[src/rtl/riscv_pkg.sv]
// Shared constants and FSM encoding for the register file with scoreboard.
package riscv_pkg;

    localparam int XLEN_DEF = 32;
    localparam int NREG_DEF = 32;

    typedef enum logic {
        ST_IDLE  = 1'b0,
        ST_CLEAR = 1'b1
    } rf_state_e;

endpackage

[src/rtl/regfile_scoreboard.sv]
// Pending-write scoreboard: one busy bit per register, x0 never busy.
module regfile_scoreboard #(
    parameter int NREG = 32,
    parameter int AW   = $clog2(NREG)
) (
    input  logic            clk,
    input  logic            rst,
    input  logic            flush,
    input  logic            set_v,
    input  logic [AW-1:0]   set_idx,
    input  logic            clr_a_v,
    input  logic [AW-1:0]   clr_a_idx,
    input  logic            clr_b_v,
    input  logic [AW-1:0]   clr_b_idx,
    output logic [NREG-1:0] busy
);

    // Flush beats everything; a new issue beats a write-back to the same register.
    always_ff @(posedge clk or posedge rst) begin
        if (rst) begin
            busy <= '0;
        end else begin
            busy[0] <= 1'b0;
            for (int r = 1; r < NREG; r++) begin
                if (flush)
                    busy[r] <= 1'b0;
                else if (set_v && set_idx == AW'(r))
                    busy[r] <= 1'b1;
                else if ((clr_a_v && clr_a_idx == AW'(r)) ||
                         (clr_b_v && clr_b_idx == AW'(r)))
                    busy[r] <= 1'b0;
            end
        end
    end

endmodule

[src/rtl/regfile_sb.sv]
// Two-read / two-write register file with write-through bypass, pending-write
// scoreboard and a one-register-per-cycle clear sweep.
//
// state    | meaning
// ---------+-----------------------------------------------------------
// ST_IDLE  | normal operation, writes/issues accepted, ready=1
// ST_CLEAR | sweeping registers 1..NREG-1 to zero, inputs ignored
module regfile_sb
    import riscv_pkg::*;
#(
    parameter int XLEN = XLEN_DEF,
    parameter int NREG = NREG_DEF,
    parameter int AW   = $clog2(NREG)
) (
    input  logic            clk,
    input  logic            rst,
    input  logic [AW-1:0]   ra1,
    input  logic [AW-1:0]   ra2,
    output logic [XLEN-1:0] rd1,
    output logic [XLEN-1:0] rd2,
    output logic            busy1,
    output logic            busy2,
    input  logic            we_a,
    input  logic [AW-1:0]   wa_a,
    input  logic [XLEN-1:0] wd_a,
    input  logic            we_b,
    input  logic [AW-1:0]   wa_b,
    input  logic [XLEN-1:0] wd_b,
    input  logic            iss_v,
    input  logic [AW-1:0]   iss_rd,
    input  logic            clr_req,
    output logic            ready
);

    localparam logic [AW-1:0] LAST_IDX = AW'(NREG - 1);

    rf_state_e       state, state_nxt;
    logic [AW-1:0]   cnt, cnt_nxt;
    logic [XLEN-1:0] mem [NREG];
    logic [NREG-1:0] sb_busy;
    logic            wr_a, wr_b, flush, issue;

    assign ready = (state == ST_IDLE);
    // Writes to x0 are dropped here so neither storage nor scoreboard sees them.
    assign wr_a  = ready && we_a && (wa_a != '0);
    assign wr_b  = ready && we_b && (wa_b != '0);
    assign issue = ready && iss_v && (iss_rd != '0);
    assign flush = ready && clr_req;

    // State and sweep counter registers.
    always_ff @(posedge clk or posedge rst) begin
        if (rst) begin
            state <= ST_IDLE;
            cnt   <= '0;
        end else begin
            state <= state_nxt;
            cnt   <= cnt_nxt;
        end
    end

    // Next-state: counter holds at the last index on exit rather than wrapping.
    always_comb begin
        state_nxt = state;
        cnt_nxt   = cnt;
        case (state)
            ST_IDLE: begin
                if (clr_req) begin
                    state_nxt = ST_CLEAR;
                    cnt_nxt   = AW'(1);
                end
            end
            ST_CLEAR: begin
                if (cnt == LAST_IDX)
                    state_nxt = ST_IDLE;
                else
                    cnt_nxt = cnt + AW'(1);
            end
            default: state_nxt = ST_IDLE;
        endcase
    end

    // Storage: sweep write in CLEAR, otherwise port A then port B so B wins.
    always_ff @(posedge clk or posedge rst) begin
        if (rst) begin
            for (int r = 0; r < NREG; r++)
                mem[r] <= '0;
        end else if (state == ST_CLEAR) begin
            mem[cnt] <= '0;
        end else begin
            if (wr_a)
                mem[wa_a] <= wd_a;
            if (wr_b)
                mem[wa_b] <= wd_b;
        end
    end

    regfile_scoreboard #(
        .NREG (NREG),
        .AW   (AW)
    ) u_scoreboard (
        .clk       (clk),
        .rst       (rst),
        .flush     (flush),
        .set_v     (issue),
        .set_idx   (iss_rd),
        .clr_a_v   (wr_a),
        .clr_a_idx (wa_a),
        .clr_b_v   (wr_b),
        .clr_b_idx (wa_b),
        .busy      (sb_busy)
    );

    function automatic logic [XLEN-1:0] read_port(input logic [AW-1:0] ra);
        if (ra == '0)
            return '0;
        else if (wr_b && wa_b == ra)
            return wd_b;
        else if (wr_a && wa_a == ra)
            return wd_a;
        else
            return mem[ra];
    endfunction

    function automatic logic busy_port(input logic [AW-1:0] ra);
        return (ra != '0) && sb_busy[ra] &&
               !((wr_a && wa_a == ra) || (wr_b && wa_b == ra));
    endfunction

    // Combinational read ports with bypass and busy masking.
    always_comb begin
        rd1   = read_port(ra1);
        rd2   = read_port(ra2);
        busy1 = busy_port(ra1);
        busy2 = busy_port(ra2);
    end

endmodule

[config.mk]
export PLATFORM = sky130hd
export DESIGN_NAME = regfile_sb
export DESIGN_NICKNAME = d
export VERILOG_FILES = /design/src/rtl/riscv_pkg.sv /design/src/rtl/regfile_scoreboard.sv /design/src/rtl/regfile_sb.sv
export SDC_FILE = /design/constraint.sdc
export NUM_CORES = 2
export LEC_CHECK = 0
export CORE_MARGIN = 1
export CORE_UTILIZATION = 25
export CTS_CLUSTER_DIAMETER = 120
export DETAILED_ROUTE_END_ITERATION = 16
export PLACE_DENSITY = 0.45
export RECOVER_POWER = 25
export SYNTH_ARGS = -nofsm -noshare
export SYNTH_HDL_FRONTEND = slang
export SYNTH_SLANG_ARGS = --single-unit
[constraint.sdc]
create_clock -name clk -period 45.2 [get_ports clk]
set_clock_uncertainty 0.15 [all_clocks]
set_input_delay 6.78 -clock clk [delete_from_list [all_inputs] [get_ports clk]]
set_output_delay 6.78 -clock clk [all_outputs]
set_load 0.1 [all_outputs]
==> impl.org <==
** CTS
- The clock passes through at most 3 buffers.
- The H-tree was split into 4 levels.
- Clock tree from TritonCTS :: done
- Postcts setup bufs :: 0
- After clock tree synthesis, the clock-pin slew on the worst setup and hold paths is 60 ps.
- The tree is rooted in a clkbuf_16.
- CTS saw 1061 sinks.
- Buffers inserted to repair hold after CTS numbered 0.
- Post-CTS resize count :: 0
- Number of buffers created by CTS :: 132
- Clock latency on the worst-skew pair, taken at its later pin, is 810 ps.

** Setup path
- In this run the critical register-to-register path is captured at mem[81]$_DFF_PP0_.
- Count of buffer and inverter cells on the critical path :: 6
- Traced cell by cell, the critical path runs through buf_8, buf_4, buf_4, buf_4, mux4_2, o22ai_1, nor4_1, buf_4, a221o_1, clkdlybuf4s50_1.
- At the worst endpoint, the required time is 38270 ps.
- Across all register-to-register paths, the minimum setup slack is 38610 ps.
- Measured in cells, the most critical reg-to-reg path has a length of 7.
- Biggest fanout along the worst timing path :: 41
- The kind of cell with the highest combined delay along the critical path is buffers and inverters.
- In this design, the critical path's most frequently occurring cell is buf_4.
- Endpoint kind of the worst setup timing path :: output pin
- The largest individual stage delay along the critical path comes from the cell clkdlybuf4s50_1.
- On the worst path, the slowest cell contributes a delay of 1180 ps.
- The worst setup path is of the in -> out kind.
- In this run the critical register-to-register path is launched from state$_DFF_PP0_.
- STA classifies the critical path startpoint as a primary input.
- Arrival time at the worst endpoint :: 12770 ps

** Drt
- In the final routed layout, each cell accounts on average for 34.2 um.
- After detailed routing, the met3 layer carries 36300 um of wire.
- For this block, the via count after detailed routing is 68500.
- Total wirelength of the detailed-routed design :: 394000 um
- Detailed-routing wirelength on met1 :: 158000 um
- The first routing iteration left 8728 violations.
- The pre-antenna-repair detailed-routing pass consisted of 12 iterations.
- Ratio of routed vias to standard cells :: 5.95
- Once detail routing completed, the nets flagged for antenna violations numbered 0.
- For this run, design rule violations remaining after detail routing come to 30.
- Met2 Wirelength :: 177000 um
- The highest layer touched by signal routing is met5.

** Global route
- The first global-routing pass estimated 548000 um of wire.
- All-Layer GR Usage :: 0.245
- Via count of the first global-routing pass :: 66800
- Global routing finished with a remaining overflow of 0.
- The number of antenna violations at the first check in global routing is 23.
- Maximum number of pins on one net before global-route repair :: 228

** Die
- The floorplan step set the die height to 560 um.
- The floorplan has 204 rows.
- During I/O placement, the number of pins put on the boundary was 162.
- Die X-Extent :: 560 um
- The die covers 313000 um2.
- The core region is 309000 um2.
- Starting utilization of the core area :: 0.251

** Logic synthesis
- Synthesized Nets :: 7748
- Total standard cell area after synthesis :: 77700 um2
- Total number of yosys warnings :: 0
- Synthesized area divided by synthesized cell count :: 10.2 um2
- Synthesis instantiated 63 different standard cells from the library.
- Top flip-flop cell by instance count after synthesis :: dfrtp_1
- Share of async-settable or async-resettable flops after synthesis :: 1.00
- Synthesis produced 7648 cells.
- The share of the Yosys chip area taken by registers is 0.342.
- Number of enable flip-flop cells after synthesis :: 0
- Post-synthesis register bit count :: 1061

** Place
- Total cell area at the placement stage :: 83600 um2
- Hpwl dp :: 228000 um
- Weighted congestion reported at the end of routability-driven placement :: 0.867
- PortBufs :: 161

** Final layout
- After the last flow step, the layout net total stands at 7373.
- Combined area of the multi-input logic cells :: 47800 um2
- Of the cells placed in the final design, the portion with a size suffix greater than 1 is 0.244.
- Final Instance Area :: 87700 um2
- Footprint of the flip-flops and latches :: 26600 um2
- After filler insertion, the fill cell instance count of the layout stands at 32000.
- The area growth from synthesis to layout is 12.9%.

** Timing
- After routing, the total negative slack on setup checks comes to 0 ps.
- Measured against its own limit, the worst slew margin works out to -2.92.
- Tightest Pin Transition :: 5850 ps
- For this run, the top clock speed supported by timing is 50.8 MHz.
- Max Transition Viols Final :: 934
- Setup repair after global routing left no endpoint under its margin.
- Min Tclk post-route :: 19700 ps
- Setup violations remaining at the end of the flow were counted as 0.
- Dividing the final minimum period by the clock period gives 0.436.
- The final-report hold violation count is 0.

** Pwr
- Dividing total power by cell area gives a power density of 49.6 nW/um2.
- VDD sags by at most 0.0000563 V.
- Cell leakage power :: 39.2 nW

** Status
- Result of the run :: finished, violations left
- Violated checks :: DRC, capacitance limit, slew limit

** Hold path
- Worst Hold Endpoint :: mem[1023]$_DFF_PP0_
- Counting instances, the worst hold path has a depth of 1.
- The worst hold path belongs to the class reg -> reg.
- In this run the most critical hold path is launched from mem[1023]$_DFF_PP0_.

** Job
- Max cap viols :: 30
routing by layer:
layer / vias up / GRT usage
met1: 35700 / 0.318
met4: 4 / 0.124
li1: 27700 / -
met3: 991 / 0.0522
met5: - / 0
met2: 4075 / 0.382
cell usage after synthesis, types with 34 or more instances:
library cell / count / area (um2)
buf_2: 232 / 1160
mux2i_1: 972 / 9730
o21ai_0: 620 / 3100
a31oi_1: 47 / 294
a22oi_1: 34 / 255
a21oi_1: 401 / 2010
o22ai_1: 128 / 801
dfrtp_1: 1061 / 26600
nand3_1: 59 / 295
a22o_1: 318 / 2790
buf_1: 64 / 240
mux4_2: 466 / 10500
mux2_2: 769 / 8660
inv_1: 47 / 176
and2_1: 71 / 444
nor2_1: 349 / 1310
nand2_1: 804 / 3020
nor3_1: 130 / 651
o21ai_1: 121 / 606
clkbuf_1: 629 / 2360
worst max-delay path by stage:
stage / to / depth (start not counted) / start / slack [ps]
2_1_floorplan: cnt[0]$_DFFE_PP0P_ / 1 / rst / 8400
3_3_place_gp: rd2[4] / 10 / ra2[0] / 25490
3_5_place_dp: rd2[31] / 9 / ra2[0] / 25480
4_1_cts: rd2[4] / 10 / ra2[0] / 25450
5_1_grt: rd2[31] / 9 / ra2[0] / 25250
6_report: rd2[4] / 10 / ra2[0] / 25500
sequential cells by signal (all words and copies together) (netlist names):
name / cells
cnt: 5
mem: 1024
state: 1
u_scoreboard.busy: 31
report_power, final:
part / internal [W] / switching [W] / leakage [nW] / total, W
Clock: 0.000623 / 0.000481 / 2.12 / 0.00110
Sequential: 0.00121 / 0.000266 / 14.6 / 0.00147
Combinational: 0.000671 / 0.00111 / 22.6 / 0.00178
Total: 0.00250 / 0.00186 / 39.2 / 0.00435
layout make-up:
cell class / instances / area share
flip-flops and latches: 1061 / 0.303
well taps: 4120 / 0.0588
inverters: 48 / 0.00215
clock inverters: 27 / 0.00271
diodes: 8 / 0.000228
clock buffers: 211 / 0.0463
multi-input cells: 5597 / 0.545
repair buffers: 433 / 0.0418
through the flow:
| stage | hold WS (ps) | cells | utilization | setup slack [ps] | total power (W) |
|---|---|---|---|---|---|
| 2_1_floorplan | 299 | 7648 | - | 8400 | 0.00254 |
| 3_3_place_gp | 322 | 11300 | 0.271 | 25490 | 0.00317 |
| 3_5_place_dp | 332 | 11300 | 0.271 | 25480 | 0.00323 |
| 4_1_cts | 346 | 11500 | 0.284 | 25450 | 0.00433 |
| 5_1_grt | 375 | 11500 | 0.284 | 25250 | 0.00453 |
| 6_report | 357 | 11500 | 0.284 | 25500 | 0.00435 |
worst register-to-register path, stage by stage (launching register included):
cell and delay [ps]:
dfrtp_4 500, buf_4 510, and3b_1 380, and3_1 370, nand2_1 400, clkbuf_1 3430, mux2i_1 500, o21ai_0 140
cell usage in the layout (no fill, tap or decap), drive strengths merged, types with 141 or more instances in the layout:
cell type      Yosys  layout
dfrtp           1061    1061
mux2i            972     972
nand2            804     804
mux2             769     769
o21ai            741     741
mux4             466     466
a21oi            401     401
nor2             351     351
a22o             318     318
buf              313     260
clkbuf           629     230
clkdlybuf4s50      0     147
nor3             141     141
kinds of logic (layout without fill, tap and decap cells):
family	after synthesis	in the layout	share of synthesized area
mux	2207	2207	0.372
compound gates	1832	1832	0.146
simple gates	1533	1533	0.0854
flops	1061	1061	0.342
buf+inv	990	719	0.0524
xor+xnor	20	20	0.00225
fa+ha+maj	5	5	0.000805
other cells	0	8	0
Power figures use the tool's default switching activity.
